--- config.mk ---
export PLATFORM = sky130hd
export DESIGN_NAME = trans_ingress_arbiter
export DESIGN_NICKNAME = d
export VERILOG_FILES = /design/src/rtl/trans_ingress_arbiter.sv
export SDC_FILE = /design/constraint.sdc
export NUM_CORES = 1
export LEC_CHECK = 0
export CAP_MARGIN = 10
export CELL_PAD_IN_SITES_DETAIL_PLACEMENT = 1
export CELL_PAD_IN_SITES_GLOBAL_PLACEMENT = 2
export CORE_AREA = 2 2 281 283
export CTS_CLUSTER_SIZE = 14
export DETAILED_ROUTE_END_ITERATION = 7
export DIE_AREA = 0 0 283 285
export PLACE_DENSITY = 0.61
export SYNTH_ARGS = -nofsm -noshare
export SYNTH_HDL_FRONTEND = slang
export SYNTH_SLANG_ARGS = --single-unit
--- constraint.sdc ---
create_clock -name clk -period 2.2 [get_ports clk]
set_clock_uncertainty 0.1 [all_clocks]
set_input_delay 0.33 -clock clk [delete_from_list [all_inputs] [get_ports clk]]
set_output_delay 0.33 -clock clk [all_outputs]
set_load 0.05 [all_outputs]
--- src/rtl/trans_ingress_arbiter.sv ---
// Round-robin arbiter sharing one transaction validator among N_PORTS ingress streams.
// Holds one transaction toward the validator until ack, or drops it after TIMEOUT cycles.
module trans_ingress_arbiter #(
  parameter int unsigned N_PORTS = 4,
  parameter int unsigned DATA_W  = 128,
  parameter int unsigned TIMEOUT = 64,
  parameter int unsigned CNT_W   = 32
) (
  input  logic                        clk,
  input  logic                        rst,
  input  logic [N_PORTS*DATA_W-1:0]   req_data_i,
  input  logic [N_PORTS-1:0]          req_valid_i,
  output logic [N_PORTS-1:0]          req_ready_o,
  output logic [DATA_W-1:0]           val_data_o,
  output logic                        val_valid_o,
  input  logic                        val_ack_i,
  output logic [N_PORTS-1:0]          grant_o,
  output logic                        busy_o,
  output logic                        timeout_o,
  output logic [CNT_W-1:0]            fwd_count_o,
  output logic [CNT_W-1:0]            drop_count_o
);

  localparam int unsigned PW = (N_PORTS > 1) ? $clog2(N_PORTS) : 1;
  localparam int unsigned WW = $clog2(TIMEOUT) + 1;

  localparam logic [0:0]    IDLE      = 1'b0;
  localparam logic [0:0]    ISSUE     = 1'b1;
  localparam logic [WW-1:0] WAIT_LAST = WW'(TIMEOUT - 1);
  localparam logic [WW-1:0] WAIT_MAX  = {WW{1'b1}};
  localparam logic [PW-1:0] LAST_PORT = PW'(N_PORTS - 1);

  logic [0:0]          state, state_n;
  logic [PW-1:0]       rr_last, rr_last_n;
  logic [WW-1:0]       wait_cnt, wait_cnt_n;
  logic [DATA_W-1:0]   data_n;
  logic                valid_n, busy_n, timeout_n;
  logic [N_PORTS-1:0]  grant_n;
  logic [CNT_W-1:0]    fwd_n, drop_n;

  logic                win_found;
  logic [PW-1:0]       win_idx;
  logic [PW-1:0]       cand;
  logic [N_PORTS-1:0]  win_onehot;
  logic [DATA_W-1:0]   win_data;

  // Round-robin search starting just after the last served port
  always_comb begin
    win_found = 1'b0;
    win_idx   = '0;
    cand      = '0;
    for (int unsigned i = 1; i <= N_PORTS; i++) begin
      cand = PW'((32'(rr_last) + i) % N_PORTS);
      if (!win_found && req_valid_i[cand]) begin
        win_found = 1'b1;
        win_idx   = cand;
      end
    end
  end

  assign win_onehot  = win_found ? (N_PORTS'(1) << win_idx) : '0;
  assign win_data    = req_data_i[32'(win_idx)*DATA_W +: DATA_W];
  assign req_ready_o = (state == IDLE && !rst) ? win_onehot : '0;

  always_comb begin
    state_n    = state;
    rr_last_n  = rr_last;
    wait_cnt_n = wait_cnt;
    data_n     = val_data_o;
    valid_n    = val_valid_o;
    grant_n    = grant_o;
    timeout_n  = 1'b0;
    fwd_n      = fwd_count_o;
    drop_n     = drop_count_o;
    case (state)
      IDLE: begin
        if (win_found) begin
          state_n    = ISSUE;
          data_n     = win_data;
          valid_n    = 1'b1;
          grant_n    = win_onehot;
          rr_last_n  = win_idx;
          wait_cnt_n = '0;
        end
      end
      ISSUE: begin
        wait_cnt_n = (wait_cnt == WAIT_MAX) ? wait_cnt : wait_cnt + WW'(1);
        // Ack beats a coincident timeout
        if (val_ack_i) begin
          state_n = IDLE;
          valid_n = 1'b0;
          grant_n = '0;
          fwd_n   = fwd_count_o + CNT_W'(1);
        end else if (wait_cnt == WAIT_LAST) begin
          state_n   = IDLE;
          valid_n   = 1'b0;
          grant_n   = '0;
          timeout_n = 1'b1;
          drop_n    = drop_count_o + CNT_W'(1);
        end
      end
      default: state_n = IDLE;
    endcase
    busy_n = (state_n == ISSUE);
  end

  always_ff @(posedge clk) begin
    if (rst) begin
      state        <= IDLE;
      rr_last      <= LAST_PORT;
      wait_cnt     <= '0;
      val_data_o   <= '0;
      val_valid_o  <= 1'b0;
      grant_o      <= '0;
      busy_o       <= 1'b0;
      timeout_o    <= 1'b0;
      fwd_count_o  <= '0;
      drop_count_o <= '0;
    end else begin
      state        <= state_n;
      rr_last      <= rr_last_n;
      wait_cnt     <= wait_cnt_n;
      val_data_o   <= data_n;
      val_valid_o  <= valid_n;
      grant_o      <= grant_n;
      busy_o       <= busy_n;
      timeout_o    <= timeout_n;
      fwd_count_o  <= fwd_n;
      drop_count_o <= drop_n;
    end
  end

endmodule
==> qor.csv <==
metric;value;unit
Critical Path Max Stage Delay;500;ps
Hold Path Class;input pin to flop;
RSZ-0062 raised after global routing;yes;
die height;285;um
clock period minus worst slack;2436;ps
CP Class;flop to output port;
vias in the first global route;14230;
PortBufs;721;
Synth Register Bits;208;
fin crit share;1.107;
maxcap violations;0;
Max FO, Critical Path;4;
power density cells;661.7;mW/mm2
Multi-input gate area;0.008325;mm2
Total Routing Usage GR;0.1643;
Routed WL;71390;um
full die area;0.08066;mm2
fillers;8755;
first-pass GRT wire length;98580;um
area leader, netlist;dfxtp_1;
FF/Latch Area;0.004189;mm2
share of layout cells above drive strength 1;0.2814;
slack of the critical path;-235.9;ps
most frequent cells after synthesis;256 x mux2i_1, 208 x dfxtp_1, 125 x nand2_1, 74 x o221ai_1, 65 x nor2_1;
syn avg cell area;9.623;um2
H-tree depth;1;
failing checks;negative setup slack;
library cells used by synthesis;57;
gpl congestion;0.8404;
largest net degree at the start of global routing;82;
Post-Syn Nets;1710;
Hold Slack;188.3;ps
Static Leak;9.755;nW
Residual DRC;0;
WP data arrival;2010;ps
num ports;722;
DRT Pass-1 Iters;4;
DRT iter0 DRCs;385;
Placed Instances;3014;
Layout Cells excl Fill;3123;
clock buffer depth;3;
# rows;103;
die width;283;um
setup violators final;131;
Worst path slowest cell;dfxtp_1;
status;complete, but fails checks;
critical path capture point type;output port;
most frequent cell after synthesis;mux2i_1;
Nets;2571;
Yosys top cell area share;0.3642;
ranking of synthesized cells by area;dfxtp_1 36%, mux2i_1 22%, o221ai_1 5.7%;
via count;13070;
Initial Utilization;0.1466;
sequential area share after synthesis;0.3642;
Syn. warnings;0;
startpoint types;flop;
most frequent CP cell;buf_8;
TritonCTS Buffers;29;
Synth Cell Area;0.01143;mm2
Area growth, synth to finish;113.1;%
pins over their slew limit;0;
root buffer cell;clkbuf_16;
CTS tree;built;
Primary FF master, synth;dfxtp_1;
clk slew on worst S/H paths;60;ps
Post-DRT Antenna Nets;0;
vias per inst;4.183;
async set-reset flop share out of synthesis;0;
Mapped Cells;1188;
CTS sink count;208;
worst path required time;1770;ps
Core ar.;0.07797;mm2
Final Hold Vio Count;0;
Post-synth EDFFs;0;
post-DR wirelength/cell;22.86;um
Fmax;410.5;MHz
aggregate global routing overflow;0;
initial antenna violation count;10;
cell chain of the critical path;buf_4 > a211oi_4 > buf_6 > buf_8 > buf_12 > nor2_4 > buf_8;
worst slew pin tran;615.2;ps
post-detail-place hpwl;55400;um
clk_lat worst skew;570;ps
Slew HR;0.5915;
worst vdd ir;0.0005437;V
final timing paths:
path,depth (start not counted),start,end,slack (ps)
setup / recovery,7,rr_last[1],req_ready_o[3],-240
hold / removal,3,rst,wait_cnt[0],190
setup reg to reg,11,rr_last[0],val_data_o[32],-160
hold reg to reg,2,val_data_o[120],val_data_o[120],360
routing by layer:
| metal | track usage | vias to the layer above | routed length (um) |
|---|---|---|---|
| met1 | 0.1761 | 6382 | 26840 |
| met2 | 0.3064 | 419 | 37280 |
| met4 | 0.05997 | 8 | 2655 |
| met3 | 0.04496 | 90 | 4558 |
| li1 | - | 6166 | - |
| met5 | 0 | - | 60 |
state kept, by name, summed over array words and instances (netlist names):
register and cells:
val_data_o 128, drop_count_o 32, val_valid_o 1, state 1, fwd_count_o 32, rr_last 2, grant_o 4, timeout_o 1
wait_cnt 7
logic make-up after synthesis:
group                    synth area share
AO/OA/AOI/OAI                      0.1323
XOR/XNOR                          0.03294
adder cells (fa/ha/maj)          0.003284
buffers and inverters             0.04443
flip-flops                         0.3642
multiplexers                       0.2586
AND/OR/NAND/NOR                    0.1642
critical path, delay by kind of cell (launching register included):
kind                   cells  cell delay (ps)
buffers and inverters      5              730
DFF                        1              500
AOI/OAI and AO/OA          1               70
and+or+nand+nor            1              130
power by group:
part,internal [mW],total [mW],switching [mW]
sequential,4.15,4.39,0.243
clock,2.65,4.58,1.93
combinational,3.48,7.15,3.67
cell usage in the layout, fill, tap and decap left out, types with 8 or more instances in the layout:
cell / netlist / final
a21oi_1: 28 / 27
buf_12: 0 / 42
buf_16: 0 / 14
buf_4: 10 / 151
buf_6: 4 / 16
buf_8: 0 / 25
clkbuf_1: 34 / 8
clkbuf_16: 0 / 34
clkdlybuf4s50_1: 0 / 515
dfxtp_1: 208 / 192
dfxtp_2: 0 / 14
dlygate4sd2_1: 0 / 148
inv_1: 12 / 11
mux2_2: 35 / 11
mux2_4: 0 / 24
mux2i_1: 256 / 150
mux2i_2: 0 / 42
mux2i_4: 0 / 64
nand2_1: 125 / 124
nand3_1: 20 / 17
nand3b_1: 34 / 34
nand4_1: 13 / 13
nor2_1: 65 / 60
nor4_2: 9 / 10
o21ai_0: 40 / 19
o21ai_1: 9 / 22
o221ai_1: 74 / 19
o221ai_2: 20 / 75
or3_1: 16 / 16
xnor2_1: 26 / 26
xor2_1: 17 / 17
what timing repair did:
action                                  4_1_cts  5_1_grt
gates resized for setup                     367      222
gates cloned                                 11        6
setup buffers                                31       19
hold buffers                                  0        0
endpoints found under the setup margin      265      146
pin swaps                                    59       36
metrics by stage:
stage / power, mW / worst slack (ps) / TNS, ps / cell area [um2] / util
3_3_place_gp: 10.19 / -853.4 / -70290 / 20860 / 0.2675
6_report: 16.12 / -235.9 / -9269 / 24360 / 0.3125
2_1_floorplan: 7.378 / 14.19 / 0 / 11470 / -
3_5_place_dp: 10.24 / -854.8 / -71500 / 20860 / 0.2675
5_1_grt: 16.80 / -334.3 / -22770 / 24360 / 0.3124
4_1_cts: 15.71 / -302.3 / -6805 / 23190 / 0.2975
cell type report:
| cell class | count | share of cell area |
|---|---|---|
| Antenna cell | 5 | 0.0005136 |
| Clock buffer | 44 | 0.03498 |
| Clock inverter | 6 | 0.001849 |
| Inverter | 12 | 0.002054 |
| Multi-Input combinational cell | 877 | 0.3417 |
| Sequential cell | 208 | 0.1719 |
| Tap cell | 1050 | 0.05393 |
| Timing Repair Buffer | 921 | 0.3930 |
(Power assumes the default switching activity.)
==> edit: new RTL, config.mk and constraints unchanged <==
Register the output `drop_count_o` once more, cleared by the reset; this adds one clock of latency there. The other outputs are not delayed to match.
--- a/src/rtl/trans_ingress_arbiter.sv
+++ b/src/rtl/trans_ingress_arbiter.sv
@@ -30,4 +30,6 @@
   localparam logic [WW-1:0] WAIT_MAX  = {WW{1'b1}};
   localparam logic [PW-1:0] LAST_PORT = PW'(N_PORTS - 1);
+
+  logic [CNT_W-1:0] drop_count_s0;
 
   logic [0:0]          state, state_n;
@@ -72,5 +74,5 @@
     timeout_n  = 1'b0;
     fwd_n      = fwd_count_o;
-    drop_n     = drop_count_o;
+    drop_n     = drop_count_s0;
     case (state)
       IDLE: begin
@@ -97,5 +99,5 @@
           grant_n   = '0;
           timeout_n = 1'b1;
-          drop_n    = drop_count_o + CNT_W'(1);
+          drop_n    = drop_count_s0 + CNT_W'(1);
         end
       end
@@ -116,5 +118,5 @@
       timeout_o    <= 1'b0;
       fwd_count_o  <= '0;
-      drop_count_o <= '0;
+      drop_count_s0 <= '0;
     end else begin
       state        <= state_n;
@@ -127,5 +129,13 @@
       timeout_o    <= timeout_n;
       fwd_count_o  <= fwd_n;
-      drop_count_o <= drop_n;
+      drop_count_s0 <= drop_n;
+    end
+  end
+
+  always_ff @(posedge clk) begin
+    if (rst) begin
+      drop_count_o <= '0;
+    end else begin
+      drop_count_o <= drop_count_s0;
     end
   end
Formal check against the unedited RTL: no difference found for any inputs over 4 cycles, from zero or initial values and one cycle with rst high; that may be too few to reach the edited logic, so the function may still have changed.
==> edit against the original RTL <==
  * Highest routed layer unchanged
  * The flow still finishes with violations (setup timing)
  * Sequential cell count rose by 32
  * Maximum frequency fell by 3.6%
  * Register-to-register slack got worse by 60 ps
  * First-iteration DRC count rose by 33%
  * Power rose by 9.9%
  * Largest cell class unchanged
  * Wire length rose by 3.6%
  * Synthesized area rose by 6.6%
  * Setup slack got worse by 92 ps
  * Final area fell by 0.68%
  * Clock power rose by 37%
  * Critical endpoint unchanged
  * Sequential power rose by 14%
==> edit: results (changes against the original RTL) <==
metric,value,unit,change
outcome,finished with violations,,unchanged
violations,setup timing,,unchanged
vias,13600,,"was 13,100"
regMostFlops,val_data_o,,unchanged
synth.cells.most_frequent,"240 x dfxtp_1, 238 x mux2i_1, 159 x nand2_1, 80 x o221ai_1, 76 x nor2_1",,"was 256 x mux2i_1, 208 x dfxtp_1, 125 x nand2_1, 74 x o221ai_1, 65 x nor2_1"
vias_per_cell,4.28,,was 4.18
ys_async_sr_fraction,0,,unchanged
clock_latency,560,ps,
swShare,0.343,,was 0.363
cts_buffers,35,,was 29
drt-total-wl,73.9,mm,was 71.4 mm
grt_usage,0.170,,was 0.164
dr.pass1.iters,4,,unchanged
synthCells,1261,,"was 1,188"
drt-initial-drc-count,512,,was 385
synth_cell_types,57,,unchanged
fin_nets,2609,,"was 2,571"
antenna_found_initial,12,,was 10
largest_reg_flops,128,,unchanged
yosysWarnings,0,,unchanged
port_buffers,721,,unchanged
cp_max_fo,6,,was 4
fin_ws,-328,ps,was -236 ps
drive_above_1_share,0.191,,was 0.281
grt_pass1_wl,103,mm,was 98.6 mm
worst_pin_slew,627,ps,was 615 ps
syn_nets,1783,,"was 1,710"
worst_hold_path_type,in2reg,,unchanged
path_clk_slew,60,ps,about the same
place_hpwl,57.5,mm,was 55.4 mm
dp.cells,3057,,"was 3,014"
yosysSeqAreaShare,0.394,,was 0.364
yosys-top-cells-area,"dfxtp_1 39%, mux2i_1 20%, o221ai_1 5.8%",,"was dfxtp_1 36%, mux2i_1 22%, o221ai_1 5.7%"
p_leak,10.0,nW,was 9.75 nW
gp_congestion,0.890,,was 0.840
peakVddDrop,0.000390,V,was 0.000544 V
cts-root-buf,clkbuf_16,,unchanged
setup_violations,110,,was 131
place_ws,-717,ps,was -855 ps
clk_path_buf_depth,3,,unchanged
dpl_cell_area,21400,sq um,"was 20,900 sq um"
grt_max_degree,58,,was 82
htree_levels,2,,was 1
## edit: changes by cell type in the layout (fill, tap and decap cells not counted), moves of 28 or more
cell	change
o221ai_2	-39
dfxtp_1	+44
dlygate4sd2_1	-73
nand2_1	+35
nor2b_1	+29
o221ai_1	+54
mux2i_4	-28
nand3b_1	-33
mux2i_1	+33
clkdlybuf4s50_1	+73
## edit: critical path, cell delays in order
cell and delay (ps):
clkdlybuf4s50_1 540, buf_4 190, nand2b_1 120, a21oi_4 210, nor3_4 60, buf_6 130
buf_12 130, buf_6 120, nor2_4 100, buf_8 150
## edit: cell families (layout without fill, tap and decap cells)
group                      count (synthesis)  after routing  share of synthesized area
and+or+nand+nor                          401            401                      0.164
muxes                                    242            242                      0.200
DFF                                      240            240                      0.394
AOI/OAI and AO/OA                        218            218                      0.156
buffers and inverters                    111            962                     0.0494
xor gates and xnor gates                  46             46                     0.0331
adders and majority gates                  3              3                    0.00308
other                                      0             10                          0
## edit: timing repair
item                                    CTS  global route
hold buffers                              1             0
pin swaps                                 5            10
resized for setup                       117           150
buffers inserted                          7            23
endpoints found under the setup margin  168           165
gates cloned                              2            14
endpoints found under the hold margin     1             0
## edit: power groups by stage
stage	Sequential, mW	Clock, mW	Combinational, mW
floorplan	6.33	0	1.71
global placement	5.07	0	5.70
detailed placement	5.08	0	5.73
CTS	4.99	6.53	5.84
global route	5.03	6.68	6.73
finish	4.99	6.29	6.43
## edit: area by class of cell
class,count,area [sq um]
multi-input combinational,910,7500
sequential,240,4810
inverter,8,30.0
timing repair buffer,892,9250
antenna,10,25.0
clock buffer,46,987
fill,8794,53800
clock inverter,16,280
tap,1050,1310
## edit: metal layers
layer | vias up | track usage | wire length, um
met1 | 6671 | 0.208 | 31200
met2 | 473 | 0.292 | 36000
met3 | 75 | 0.0492 | 5240
met4 | 2 | 0.0403 | 1410
met5 | - | 0 | 11
li1 | 6356 | - | -
## edit: worst paths after layout
check,start,to,slack [ps],cells past startpoint
setup / recovery,req_valid_i[3],req_ready_o[3],-330,10
hold / removal,rst,val_valid_o,250,5
setup reg to reg,rr_last[0],val_data_o[112],-220,11
hold reg to reg,val_valid_o,val_valid_o,340,2
## edit: per-stage QoR
step	hold slack, ps	setup TNS (ps)
finish	249	-8780
global route	239	-23780
CTS	189	-10520
detailed placement	337	-81420
global placement	330	-76360
floorplan	342	-158
